### config.mk
export PLATFORM = sky130hd
export DESIGN_NAME = uart_rx
export DESIGN_NICKNAME = d
export VERILOG_FILES = /design/src/rtl/uart_rx.sv
export SDC_FILE = /design/constraint.sdc
export NUM_CORES = 1
export LEC_CHECK = 0
export ABC_AREA = 1
export BUFFER_PORTS_ARGS = -buffer_cell sky130_fd_sc_hd__buf_2
export CAP_MARGIN = 15
export CELL_PAD_IN_SITES_DETAIL_PLACEMENT = 1
export CELL_PAD_IN_SITES_GLOBAL_PLACEMENT = 1
export CORE_AREA = 2 2 67 69
export CTS_CLUSTER_DIAMETER = 30
export DETAILED_ROUTE_END_ITERATION = 6
export DIE_AREA = 0 0 69 71
export HOLD_SLACK_MARGIN = 0.1
export PLACE_DENSITY_LB_ADDON = 0.12
export SYNTH_ARGS = -nofsm -noshare
export SYNTH_HDL_FRONTEND = slang
export SYNTH_SLANG_ARGS = --single-unit
### constraint.sdc
create_clock -name clk_50m -period 1.8 [get_ports clk_50m]
set_input_delay 0.09 -clock clk_50m [delete_from_list [all_inputs] [get_ports clk_50m]]
set_output_delay 0.09 -clock clk_50m [all_outputs]
set_load 0.02 [all_outputs]
### src/rtl/uart_rx.sv
// -----------------------------------------------------------------------------
// uart_rx - UART receiver for 8N1 serial frames (LSB first) on the 50 MHz clock.
//
// Ports:
//   clk_50m   in   system clock, rising edge
//   rst_n     in   asynchronous active-low reset
//   rxd       in   serial line, idle high, asynchronous to clk_50m
//   rx_data   out  [7:0] last good received byte
//   rx_valid  out  one-cycle pulse, rx_data holds a new good byte
//   frame_err out  one-cycle pulse, stop bit (or parity) was bad
//   rx_busy   out  high while a frame is in progress
//
// Optional feature: define UART_RX_PARITY_EN to insert an even-parity bit
// between the last data bit and the stop bit (8E1 framing).
// -----------------------------------------------------------------------------
`timescale 1ns/1ps

module uart_rx #(
    parameter int CLK_FREQ = 50_000_000,
    parameter int BAUD     = 115200
) (
    input  logic       clk_50m,
    input  logic       rst_n,
    input  logic       rxd,
    output logic [7:0] rx_data,
    output logic       rx_valid,
    output logic       frame_err,
    output logic       rx_busy
);

    localparam int DIV   = CLK_FREQ / BAUD;
    localparam int HALF  = DIV / 2;
    localparam int CNT_W = $clog2(DIV);

    localparam logic [CNT_W-1:0] CNT_HALF_M1 = CNT_W'(HALF - 1);
    localparam logic [CNT_W-1:0] CNT_DIV_M1  = CNT_W'(DIV - 1);

    typedef enum logic [2:0] {
        S_IDLE   = 3'd0,
        S_START  = 3'd1,
        S_DATA   = 3'd2,
        S_STOP   = 3'd3
`ifdef UART_RX_PARITY_EN
        ,S_PARITY = 3'd4
`endif
    } state_e;

`ifdef UART_RX_PARITY_EN
    // Even parity over the received byte: the bit that makes the total count of ones even.
    function automatic logic even_parity(input logic [7:0] data);
        return ^data;
    endfunction
`endif

    state_e           state_q,     state_d;
    logic [CNT_W-1:0] cnt_q,       cnt_d;
    logic [2:0]       bit_idx_q,   bit_idx_d;
    logic [7:0]       shreg_q,     shreg_d;
    logic [1:0]       sync_q,      sync_d;
    logic             rxd_d_q,     rxd_d_d;
    logic [7:0]       rx_data_q,   rx_data_d;
    logic             rx_valid_q,  rx_valid_d;
    logic             frame_err_q, frame_err_d;
    logic             rx_busy_q,   rx_busy_d;
`ifdef UART_RX_PARITY_EN
    logic             par_err_q,   par_err_d;
`endif
    logic             rxd_s;
    logic             stop_ok_s;

    // Second synchronizer stage is the metastability-safe view of the line.
    assign rxd_s = sync_q[1];

    // Next-state, datapath and output computation.
    always_comb begin
        sync_d      = {sync_q[0], rxd};
        rxd_d_d     = rxd_s;
        state_d     = state_q;
        cnt_d       = cnt_q + CNT_W'(1);
        bit_idx_d   = bit_idx_q;
        shreg_d     = shreg_q;
        rx_data_d   = rx_data_q;
        rx_valid_d  = 1'b0;
        frame_err_d = 1'b0;
`ifdef UART_RX_PARITY_EN
        par_err_d   = par_err_q;
        stop_ok_s   = rxd_s & ~par_err_q;
`else
        stop_ok_s   = rxd_s;
`endif

        case (state_q)
            S_IDLE: begin
                cnt_d = '0;
                // Only a true 1->0 transition starts a frame, so a held-low line never retriggers.
                if (rxd_d_q && !rxd_s) begin
                    state_d = S_START;
                end else begin
                    state_d = S_IDLE;
                end
            end
            S_START: begin
                if (cnt_q == CNT_HALF_M1) begin
                    cnt_d = '0;
                    if (!rxd_s) begin
                        state_d   = S_DATA;
                        bit_idx_d = 3'd0;
`ifdef UART_RX_PARITY_EN
                        par_err_d = 1'b0;
`endif
                    end else begin
                        // Line back high at mid-start: treat as a glitch.
                        state_d = S_IDLE;
                    end
                end else begin
                    state_d = S_START;
                end
            end
            S_DATA: begin
                if (cnt_q == CNT_DIV_M1) begin
                    cnt_d            = '0;
                    shreg_d[bit_idx_q] = rxd_s;
                    bit_idx_d        = bit_idx_q + 3'd1;
                    if (bit_idx_q == 3'd7) begin
`ifdef UART_RX_PARITY_EN
                        state_d = S_PARITY;
`else
                        state_d = S_STOP;
`endif
                    end else begin
                        state_d = S_DATA;
                    end
                end else begin
                    state_d = S_DATA;
                end
            end
`ifdef UART_RX_PARITY_EN
            S_PARITY: begin
                if (cnt_q == CNT_DIV_M1) begin
                    cnt_d     = '0;
                    par_err_d = rxd_s ^ even_parity(shreg_q);
                    state_d   = S_STOP;
                end else begin
                    state_d = S_PARITY;
                end
            end
`endif
            S_STOP: begin
                // Leaving at mid-stop-bit leaves half a bit to catch a back-to-back start edge.
                if (cnt_q == CNT_DIV_M1) begin
                    cnt_d   = '0;
                    state_d = S_IDLE;
                    if (stop_ok_s) begin
                        rx_data_d  = shreg_q;
                        rx_valid_d = 1'b1;
                    end else begin
                        frame_err_d = 1'b1;
                    end
                end else begin
                    state_d = S_STOP;
                end
            end
            default: begin
                state_d = S_IDLE;
                cnt_d   = '0;
            end
        endcase

        rx_busy_d = (state_d != S_IDLE);
    end

    // State, datapath and output registers; synchronizer presets to the idle level.
    always_ff @(posedge clk_50m or negedge rst_n) begin
        if (!rst_n) begin
            state_q     <= S_IDLE;
            cnt_q       <= '0;
            bit_idx_q   <= 3'd0;
            shreg_q     <= 8'h00;
            sync_q      <= 2'b11;
            rxd_d_q     <= 1'b1;
            rx_data_q   <= 8'h00;
            rx_valid_q  <= 1'b0;
            frame_err_q <= 1'b0;
            rx_busy_q   <= 1'b0;
`ifdef UART_RX_PARITY_EN
            par_err_q   <= 1'b0;
`endif
        end else begin
            state_q     <= state_d;
            cnt_q       <= cnt_d;
            bit_idx_q   <= bit_idx_d;
            shreg_q     <= shreg_d;
            sync_q      <= sync_d;
            rxd_d_q     <= rxd_d_d;
            rx_data_q   <= rx_data_d;
            rx_valid_q  <= rx_valid_d;
            frame_err_q <= frame_err_d;
            rx_busy_q   <= rx_busy_d;
`ifdef UART_RX_PARITY_EN
            par_err_q   <= par_err_d;
`endif
        end
    end

    assign rx_data   = rx_data_q;
    assign rx_valid  = rx_valid_q;
    assign frame_err = frame_err_q;
    assign rx_busy   = rx_busy_q;

endmodule

# == Word level (Yosys, flattened, before mapping) ==
# Cells that the tools add are included.
# word_totals
reg_bits,37
inputBits,3
output_inout_bits,11
wordCells,56
# classes
n_addsub,2
magnitude_cmp,2
eq_ne,9
muxes,23
reduce_logical,10
# ops
operator,count
$mux W9,2
$pmux W9 S2,1
$mux W3,5
$pmux W3 S4,1
$add A9 B1 Y9 const B,1
$eq A9 B8 Y1 const B,1
$eq A9 B9 Y1 const B,1
$mux W1,9
$bwmux W8,1
$eq A3 B2 Y1 const B,2
$ne A2 B2 Y1 const B,3
$pmux W3 S2,1
$lt A3 B4 Y1 const B,1
$mux W2,2
$reduce_and A4 Y1,1
$add A3 B1 Y3 const B,1
$demux W1 S3,1
$eq A3 B1 Y1 const B,1
$eq A3 B3 Y1 const B,1
$ge A3 B1 Y1 const B,1
$logic_not A3 Y1,1
$reduce_and A3 Y1,1
$reduce_bool A3 Y1,1
$logic_and A1 B1 Y1,2
4 further kinds,4

# == Longest topological paths before layout ==
# Gate-level depths: netlist of the first run.
# logic_depth
depth_word,5
depth_mapped,9
depth_no_buf,9

# == Worst setup path after synthesis of the first run ==
# Ideal clock, no wire load.
# synth_timing
path_kind,reg2reg
start,register cnt_q[1]
end,register rx_data_q[1] (netlist: rx_data[1])
setup_ps,116
arrival_time_ps,1228
t_required_ps,1684
setup_slack_ps,455
path_stages_with_launch,10
n_path_buf,0
period_less_slack_ps,1345
cell_sequence,dfrtp_1 -> inv_1 -> ha_1 -> nand2_1 -> nor2_4 -> nand2_4 -> inv_1 -> nand3_2 -> nand2_1 -> nand2_1
# synth_between
elab_chain_len,2
# synth_lines
element,line_no,text
"start, declared",56,"logic [CNT_W-1:0] cnt_q, cnt_d;"
"start signal, assigned",190,cnt_q <= cnt_d;
$eq A9 B9 Y1,150,if (cnt_q == CNT_DIV_M1) begin
$reduce_and A3 Y1 (no line),-,
"end signal, assigned",195,rx_data_q <= rx_data_d;
"end, declared",61,"logic [7:0] rx_data_q, rx_data_d;"
# Every way passes these cells.
# A chain may end at the register's enable or synchronous reset.

# == Worst setup path in the final report of the first run ==
# layout_timing
start,register cnt_q[1]
end,register bit_idx_q[1]
# layout_between
elab_chain_len,3
word_cells_on_any_way,5
classes_between,eq/ne: 4; reduce/logical: 1
# layout_lines
element,line_no,text
$eq A9 B9 Y1 / $eq A9 B8 Y1 (equally long branches),"120, 103",
$ne A2 B2 Y1 (no line),-,
$reduce_and A4 Y1 (no line) *,-,
"end signal, assigned",191,bit_idx_q <= bit_idx_d;
"end, declared",57,"logic [2:0] bit_idx_q, bit_idx_d;"
# Mark *: on every way between the ends. The rest lies on a longest branch, timed or not.

==> flow_summary.toml, run 1 <==
[clock_tree]
h-tree-depth = 2
clock_latency_ps = 290
clockRootBuffer = "clkbuf_8"
tritoncts = "yes"
cts_sinks = 36
postCtsResizedCells = 0
cts_buffers = 5
clkSlewWorstSetupHoldPaths_ps = 70
cts_buffer_depth = 2

[grt]
antenna_found_initial = 0
grt_max_degree = 37
grt.total_usage_pct = 18.5
grt_pass1_wl_microns = 7070
grt_pass1_vias = 1480
grt_remaining_overflow = 0

[synthesis]
synthCells = 216
netlist_area_sq_um = 1720
yosysTopAreaCell = "dfrtp_1"
yosysWarnings = 0
ys_types = 20
synth-xor-area-share_pct = 0
yosysTopAreaCellShare_pct = 47.9
ys_ff_latch = 36
synthAdderAreaFrac_pct = 3.63
yosys.area_share.simple_pct = 34.6
synth_fp_nets = 224
syn_area_per_cell_sq_um = 7.98
synth_area_leaders = "dfrtp_1 48%, nand2_1 18%, nor2_1 5.4%"
yosysSeqAreaShare_pct = 52.5
synth_compound_area_share_pct = 3.49
synth_top_family_by_area = "simple AND/OR/NAND/NOR gates"
muxShareOfSynthArea_pct = 0

[drt]
drt-vias-per-instance = 4.89
top_layer = "met4"
vias = 1423
drc = 0
ant_nets = 0
firstDrtPassIters = 4
wirelength_microns = 4000
wire_per_inst_microns = 13.8
wl_met3_microns = 117
wl_met1_microns = 1950
wl_met2_microns = 1860
drt_iter0_markers = 68

[setup_path]
critPathBufInv = 1
worstPathArrival_ps = 1800
crit_path_end_kind = "flip-flop"
cp_cell_sequence = "inv_1 -> ha_1 -> nand2_1 -> nor2_4 -> nand3_1 -> nand2_1 -> nand2_1 -> nand2_1 -> nand2_1"
required_ps = 1980
path_max_fanout = 6
crit_top_cell = "nand2_1"
cp-start-kind = "flip-flop"
cpLargestDelayFamily = "simple AND/OR/NAND/NOR gates"
critPathKind = "flip-flop to flip-flop"
slowest_delay_ps = 410
cp_slowest_cell = "dfrtp_1"

[placement]
gp_congestion = 0.803
dp_cells = 281
dp_slack_ps = 187
hpwl_microns = 3030
port_buffers = 13

[layout]
fillers = 522
area_growth_syn_to_layout_pct = 14.3
final_util_pct = 46.8
antenna_cells = 0
layout-drive-gt1-share_pct = 13.8
multi_input_area_sq_um = 719
final_cells = 291
final_nets = 246
regArea_sq_um = 905

[die]
dieArea_sq_um = 4900
std_cell_rows = 24
core_area_sq_um = 4200
ios = 14
start_util_pct = 41.0
die_h_microns = 71
die_w_microns = 69

[pwr]
ir_drop_mv = 0.447
totalPowerFinal_w = 0.00179
p_leak_nw = 1.08
p_per_area_nw_per_um2 = 907

[timing]
clock.fmax_mhz = 615
period_needed_ps = 1630
fin_crit_sh_pct = 90.3
tightestPinTransition_ps = 793
slew-limit-headroom_pct = 47.2
rsz0062_at_grt = "false"
hold_viol = 0
setup-violations-final = 0
slew_viol_final = 0
fin_ws_ps = 174
setup-tns-final_ps = 0
fin_skew_ps = 9.15

[run]
maxCapViolCount = 0

[status]
status = "finished clean"

[min_path]
hold_class = "flip-flop to flip-flop"
-- layer usage --
metal | up-vias | global-route usage, %
li1 | 715 | -
met1 | 681 | 24.0
met2 | 19 | 30.2
met3 | 8 | 3.85
met4 | 0 | 7.84
met5 | - | 0
-- placed cells by master (no fill, tap or decap), drive strengths merged, types with 2 or more instances in the layout --
cell / n
nand2: 86
dfrtp: 33
nor2: 28
inv: 25
buf: 14
nand3: 13
o21ai: 11
clkbuf: 7
ha: 5
nand4: 4
nor3: 4
dfstp: 3
nand3b: 2
dlygate4sd3: 2
-- logic make-up (layout without fill, tap and decap cells) --
logic type,Yosys count,after routing
flip-flops,36,36
AND/OR/NAND/NOR,137,137
buffers and inverters,26,49
adder cells (fa/ha/maj),5,5
AO/OA/AOI/OAI,12,12
-- through the flow --
step                      hold WS [ps]  area, sq um
after global routing               369         1970
after CTS                          362         1970
final                              359         1970
after detailed placement           198         1860
after global placement             196         1860
after floorplan                   -206         1720
-- cells in the mapped netlist --
cell,n
nor3_1,3
nand2_1,84
ha_1,5
nand3_1,12
dfrtp_1,33
nand2_2,1
buf_2,1
nor2_4,2
nand2_4,1
dfstp_2,3
nand3b_1,2
nor2_1,25
nor2_2,1
nand3_2,1
inv_1,23
nand4_1,4
o21ai_0,11
nor3_4,1
inv_2,2
a21oi_1,1
-- flip-flops by register name, indices dropped and copies added (netlist names) --
name and flops:
bit_idx_q 3, cnt_q 9, frame_err 1, rx_busy 1, rx_data 8, rx_valid 1
rxd_d_q 1, shreg_q 8, state_q 2, sync_q 2
-- worst paths after layout --
| kind | start | endpoint | slack (ps) | cells after the start |
|---|---|---|---|---|
| setup reg to reg | cnt_q[1] | bit_idx_q[1] | 170 | 9 |
| max in group asynchronous | rst_n | rx_data[3] | 890 | 2 |
| hold / removal | sync_q[0] | sync_q[1] | 360 | 0 |
| min in group asynchronous | rst_n | bit_idx_q[0] | 410 | 2 |
| setup / recovery | cnt_q[1] | bit_idx_q[1] | 170 | 9 |
| hold reg to reg | sync_q[0] | sync_q[1] | 360 | 0 |
-- power by group --
part | internal (W) | switching [W]
combinational | 0.0000864 | 0.000159
sequential | 0.000869 | 0.0000680
clock | 0.000311 | 0.000293
total | 0.00127 | 0.000520
-- final cells by class --
| class | instances | area share, % |
|---|---|---|
| multi-input cells | 154 | 36.5 |
| repair buffers | 16 | 4.70 |
| clock inverters | 1 | 0.381 |
| clock buffers | 7 | 4.38 |
| inverters | 25 | 4.76 |
| well taps | 52 | 3.30 |
| flip-flops and latches | 36 | 45.9 |
-- repair_timing --
| item | 4_1_cts | 5_1_grt |
|---|---|---|
| endpoints found under the hold margin | 34 | 0 |
| setup buffers | 0 | 0 |
| hold buffers | 2 | 0 |
| setup endpoints to repair | 0 | 0 |
(Power assumes the default switching activity.)
==> inputs of run 2 (changes only) <==
--- a/config.mk
+++ b/config.mk
@@ -10,11 +10,12 @@
 export CAP_MARGIN = 15
 export CELL_PAD_IN_SITES_DETAIL_PLACEMENT = 1
 export CELL_PAD_IN_SITES_GLOBAL_PLACEMENT = 1
-export CORE_AREA = 2 2 67 69
+export CORE_AREA = 2 2 65 67
+export CTS_BUF_LIST = sky130_fd_sc_hd__clkbuf_8
 export CTS_CLUSTER_DIAMETER = 30
 export DETAILED_ROUTE_END_ITERATION = 6
-export DIE_AREA = 0 0 69 71
-export HOLD_SLACK_MARGIN = 0.1
+export DIE_AREA = 0 0 67 69
+export HOLD_SLACK_MARGIN = 0.15
 export PLACE_DENSITY_LB_ADDON = 0.12
 export SYNTH_ARGS = -nofsm -noshare
 export SYNTH_HDL_FRONTEND = slang
==> run 2 against run 1 <==
Net effect: non-clock buffer count is 1 higher; critical path depth stayed put; hold slack gained 1.3 ps; clock power is 3% higher; register-to-register slack barely moved; die area decreased by 5.6%; sequential share of layout area shrank 0.83 points; setup slack got worse by 5.6 ps; clock skew down 4.8 ps; count of clock-buffer cells in the layout is the same; core utilization up 4.4 points; via count is 0.70% higher.
==> flow_summary.toml, run 2 (synthesis gave the netlist of run 1 again) <==
[setup_path]
critPathBufInv = 2
cp_slowest_cell = "dfrtp_1"
rr_endpoint = "rx_data[0]"
reg2reg_slack_ps = 170
cpLargestDelayFamily = "simple AND/OR/NAND/NOR gates"
timing.rr.start = "cnt_q[1]"
required_ps = 1980
crit_path_end_kind = "flip-flop"
rr_worst_depth = 9
path_max_fanout = 8
crit_top_cell = "nand2_1"
critPathKind = "flip-flop to flip-flop"
slowest_delay_ps = 410
cp-start-kind = "flip-flop"
cp_cell_sequence = "inv_1 -> ha_1 -> nand2_1 -> nor2_4 -> nand2_4 -> inv_1 -> nand3_4 -> nand2_1 -> nand2_1"
worstPathArrival_ps = 1810

[timing]
tightestPinTransition_ps = 767
fin_ws_ps = 168
fin_crit_sh_pct = 90.6
slew_viol_final = 0
slew-limit-headroom_pct = 48.9
hold_viol = 0
clock.fmax_mhz = 613
period_needed_ps = 1630
setup-violations-final = 0
hold_ws_ps = 360
fin_skew_ps = 4.36

[die]
die_h_microns = 69
die_w_microns = 67
std_cell_rows = 23
start_util_pct = 44.0
core_area_sq_um = 3910
ios = 14
dieArea_sq_um = 4620

[pwr]
seq_power_share_pct = 51.7
p_per_area_nw_per_um2 = 906
ir_drop_mv = 0.475
p_leak_nw = 1.10
p_int_w = 0.00130
netSwitchingFraction_pct = 28.3
p_switching_w = 0.000514
totalPowerFinal_w = 0.00182
p_clk_share_pct = 34.2
combPwrFrac_pct = 14.1

[layout]
largest_reg_flops = 9
antenna_cells = 0
mostFrequentLayoutCells = "84 x nand2_1, 33 x dfrtp_1, 25 x nor2_1"
fillers = 506
final_area_sq_um = 2010
final_common_cell = "nand2_1"
final_util_pct = 51.2
regMostFlops = "cnt_q"
final_nets = 247
area_growth_syn_to_layout_pct = 16.4
layout-drive-gt1-share_pct = 14.6

[grt]
antenna_found_initial = 0
grt_pass1_vias = 1545
grt_remaining_overflow = 0
grt.total_usage_pct = 20.0
grt_pass1_wl_microns = 7040
grt_max_degree = 37

[min_path]
hold_start = "sync_q[0]"
holdPathEnd = "sync_q[1]"
hold_class = "flip-flop to flip-flop"
whs_path_depth = 0

[drt]
drt_iter0_markers = 61
wirelength_microns = 4110
firstDrtPassIters = 4
drc = 0
ant_nets = 0
drt-vias-per-instance = 4.94
vias = 1433
wire_per_inst_microns = 14.2

[placement]
placed_area_sq_um = 1850
gp_congestion = 0.800
dp_slack_ps = 135
hpwl_microns = 3060
port_buffers = 13

[clock_tree]
cts_sinks = 36
clkSlewWorstSetupHoldPaths_ps = 70
clockRootBuffer = "clkbuf_8"
cts_buffer_depth = 2
cts_buffers = 5
h-tree-depth = 2
clock_latency_ps = 280
tritoncts = "yes"

[status]
status = "finished clean"

[run]
maxCapViolCount = 0
[run 2: changes by cell type in the layout (fill, tap and decap cells not counted), sizes merged]
cell and delta:
inv +1, buf +1, clkinvlp -1
[run 2: final cells by class]
| cell class | instances | area, sq um | area share, % |
|---|---|---|---|
| clock buffers | 7 | 96.3 | 4.80 |
| clock inverters | 1 | 3.75 | 0.187 |
| inverters | 25 | 93.8 | 4.68 |
| multi-input cells | 154 | 732 | 36.5 |
| flip-flops and latches | 36 | 905 | 45.1 |
| well taps | 50 | 62.6 | 3.12 |
| repair buffers | 17 | 113 | 5.61 |
[run 2: repair_timing]
action | in CTS | in global routing
hold endpoints to repair | 34 | 0
setup endpoints to repair | 0 | 8
buffers inserted | 0 | 1
gates resized for setup | 0 | 2
hold buffers | 2 | 0
[run 2: layer usage]
layer	GRT usage (%)	up-vias	part of all wire (%)
met1	26.8	698	46
met4	4.76	0	1.2
li1	-	713	-
met2	32.5	16	51
met3	4.89	6	2.1
met5	0	-	0
[run 2: power groups by stage]
stage	Clock, W	Sequential, W	Combinational [W]
after floorplan	0	0.000940	0.000174
after global placement	0	0.000943	0.000237
after detailed placement	0	0.000951	0.000256
after CTS	0.000634	0.000937	0.000262
after global routing	0.000671	0.000950	0.000303
final	0.000621	0.000940	0.000255
[run 2: worst reg2reg max path, delay by kind of cell, from the launching register on]
family                     cells  cell delay, ps
and+or+nand+nor                6             720
adders and majority gates      1             170
DFF                            1             410
buffers and inverters          2             250
[run 2: how the worst max path moves through the flow]
| stage | from | end | slack (ps) | depth (start not counted) |
|---|---|---|---|---|
| after floorplan | cnt_q[1] | rx_data[1] | 460 | 9 |
| after global placement | cnt_q[1] | bit_idx_q[2] | 220 | 9 |
| after detailed placement | cnt_q[1] | bit_idx_q[1] | 130 | 9 |
| after CTS | cnt_q[1] | rx_data[0] | 120 | 9 |
| after global routing | cnt_q[1] | rx_data[0] | -20 | 9 |
| final | cnt_q[1] | rx_data[0] | 170 | 9 |
[run 2: per-stage QoR]
step / setup TNS [ps] / cells
finish: 0 / 290
global route: -20.4 / 290
CTS: 0 / 289
global placement: 0 / 279
detailed placement: 0 / 279
floorplan: 0 / 216
==> inputs of run 3 (changes only) <==
--- a/config.mk
+++ b/config.mk
@@ -10,13 +10,14 @@
 export CAP_MARGIN = 15
 export CELL_PAD_IN_SITES_DETAIL_PLACEMENT = 1
 export CELL_PAD_IN_SITES_GLOBAL_PLACEMENT = 1
-export CORE_AREA = 2 2 65 67
+export CORE_AREA = 2 2 63 65
 export CTS_BUF_LIST = sky130_fd_sc_hd__clkbuf_8
 export CTS_CLUSTER_DIAMETER = 30
 export DETAILED_ROUTE_END_ITERATION = 6
-export DIE_AREA = 0 0 67 69
+export DIE_AREA = 0 0 65 67
 export HOLD_SLACK_MARGIN = 0.15
 export PLACE_DENSITY_LB_ADDON = 0.12
+export SLEW_MARGIN = 20
 export SYNTH_ARGS = -nofsm -noshare
 export SYNTH_HDL_FRONTEND = slang
 export SYNTH_SLANG_ARGS = --single-unit
==> constraint.sdc (replaced) <==
create_clock -name clk_50m -period 1.9 [get_ports clk_50m]
set_input_delay 0.095 -clock clk_50m [delete_from_list [all_inputs] [get_ports clk_50m]]
set_output_delay 0.095 -clock clk_50m [all_outputs]
set_load 0.02 [all_outputs]
==> run 3 against run 2 <==
Net effect: highest routed layer unchanged; sequential share of layout area grew 1.2 points; maximum frequency shrank 3.1%; via count barely moved; register-to-register slack gained 50 ps; total power is 6.7% lower; hold slack about the same.
==> flow_summary.toml, run 3 (synthesis gave the netlist of run 1 again) <==
[clock_tree]
clkSlewWorstSetupHoldPaths_ps = 70
clockRootBuffer = "clkbuf_8"
h-tree-depth = 2
postCtsResizedCells = 0
cts_buffer_depth = 2
cts_buffers = 5
tritoncts = "yes"
clock_latency_ps = 290
cts_sinks = 36

[die]
die_w_microns = 65
die_h_microns = 67
dieArea_sq_um = 4360
start_util_pct = 47.8
core_area_sq_um = 3610
std_cell_rows = 22
ios = 14

[pwr]
ir_drop_mv = 0.700
netSwitchingFraction_pct = 29.4
p_per_area_nw_per_um2 = 866
p_int_w = 0.00120
seq_power_share_pct = 52.9
totalPowerFinal_w = 0.00169
p_clk_share_pct = 32.4
p_leak_nw = 1.08
p_switching_w = 0.000498
combPwrFrac_pct = 14.7

[min_path]
hold_class = "flip-flop to flip-flop"

[setup_path]
worstPathArrival_ps = 1860
reg2reg_slack_ps = 220
crit_path_end_kind = "flip-flop"
path_max_fanout = 8
cp_cell_sequence = "inv_1 -> ha_1 -> nand2_1 -> nor2_4 -> nand2_4 -> inv_1 -> nand3_2 -> nand2_1 -> nand2_1"
cp_slowest_cell = "dfrtp_1"
slowest_delay_ps = 410
required_ps = 2070
cp-start-kind = "flip-flop"
critPathKind = "flip-flop to flip-flop"
critPathBufInv = 2
cpLargestDelayFamily = "simple AND/OR/NAND/NOR gates"
crit_top_cell = "nand2_1"

[drt]
wirelength_microns = 3990
drc = 0
ant_nets = 0
firstDrtPassIters = 4
drt_iter0_markers = 38
vias = 1434
wire_per_inst_microns = 13.9
drt-vias-per-instance = 5.01

[layout]
regMostFlops = "cnt_q"
antenna_cells = 0
largest_reg_flops = 9
multi_input_area_sq_um = 719
mostFrequentLayoutCells = "84 x nand2_1, 33 x dfrtp_1, 25 x nor2_1"
final_nets = 245
fillers = 471
area_growth_syn_to_layout_pct = 13.5
layout-drive-gt1-share_pct = 13.9
final_area_sq_um = 1960
final_cells = 286
final_common_cell = "nand2_1"
regArea_sq_um = 905

[grt]
grt_pass1_vias = 1483
grt_pass1_wl_microns = 6800
antenna_found_initial = 0
grt_max_degree = 37
grt.total_usage_pct = 21.5
grt_remaining_overflow = 0

[placement]
port_buffers = 13
hpwl_microns = 2970
gp_congestion = 0.789
dp_cells = 276
dp_slack_ps = 289
placed_area_sq_um = 1840

[timing]
clock.fmax_mhz = 594
fin_ws_ps = 216
slew_viol_final = 0
slew-limit-headroom_pct = 47.0
rsz0062_at_grt = "false"
tightestPinTransition_ps = 795
setup-violations-final = 0
fin_crit_sh_pct = 88.6
setup-tns-final_ps = 0
period_needed_ps = 1680
fin_skew_ps = 5.44
hold_viol = 0

[run]
maxCapViolCount = 0

[status]
status = "finished clean"
## run 3: worst paths after layout
kind                                 from          to  depth (start not counted)
worst max-delay path             cnt_q[1]  rx_data[1]                          9
worst min-delay path            sync_q[0]   sync_q[1]                          0
worst max register to register   cnt_q[1]  rx_data[1]                          9
worst min register to register  sync_q[0]   sync_q[1]                          0
max in group asynchronous           rst_n   frame_err                          2
min in group asynchronous           rst_n    cnt_q[3]                          2
## run 3: worst register-to-register path, delay by kind of cell, from the launching register on
family	cells	cell delay (ps)
flops	1	410
fa+ha+maj	1	170
buf+inv	2	260
simple gates	6	750
## run 3: routing by layer
layer	GRT usage, %	vias up	wire length (microns)
li1	-	713	-
met1	24.9	687	1800
met2	36.0	25	1960
met3	5.91	9	133
met4	11.7	0	96
met5	0	-	0
## run 3: layout make-up
| cell class | instances | area share [%] |
|---|---|---|
| Clock buffer | 6 | 4.22 |
| Clock inverter | 2 | 0.512 |
| Inverter | 25 | 4.80 |
| Multi-Input combinational cell | 154 | 36.8 |
| Sequential cell | 36 | 46.3 |
| Tap cell | 48 | 3.07 |
| Timing Repair Buffer | 15 | 4.35 |
## run 3: power by group through the flow
stage                     Sequential, W  Combinational [W]  Clock, W
after global routing           0.000906           0.000294  0.000598
final                          0.000896           0.000249  0.000549
after global placement         0.000898           0.000216         0
after CTS                      0.000895           0.000252  0.000568
after floorplan                0.000890           0.000165         0
after detailed placement       0.000907           0.000240         0
## run 3: stage by stage
step	hold WS [ps]	utilization, %
finish	361	54.2
global placement	200	51.1
global route	364	54.2
detailed placement	202	51.1
CTS	361	54.2
floorplan	-201	-
## run 3: timing repair
item / in CTS / in global routing
hold endpoints to repair: 34 / 0
hold buffers: 2 / 0
buffers inserted: 0 / 0
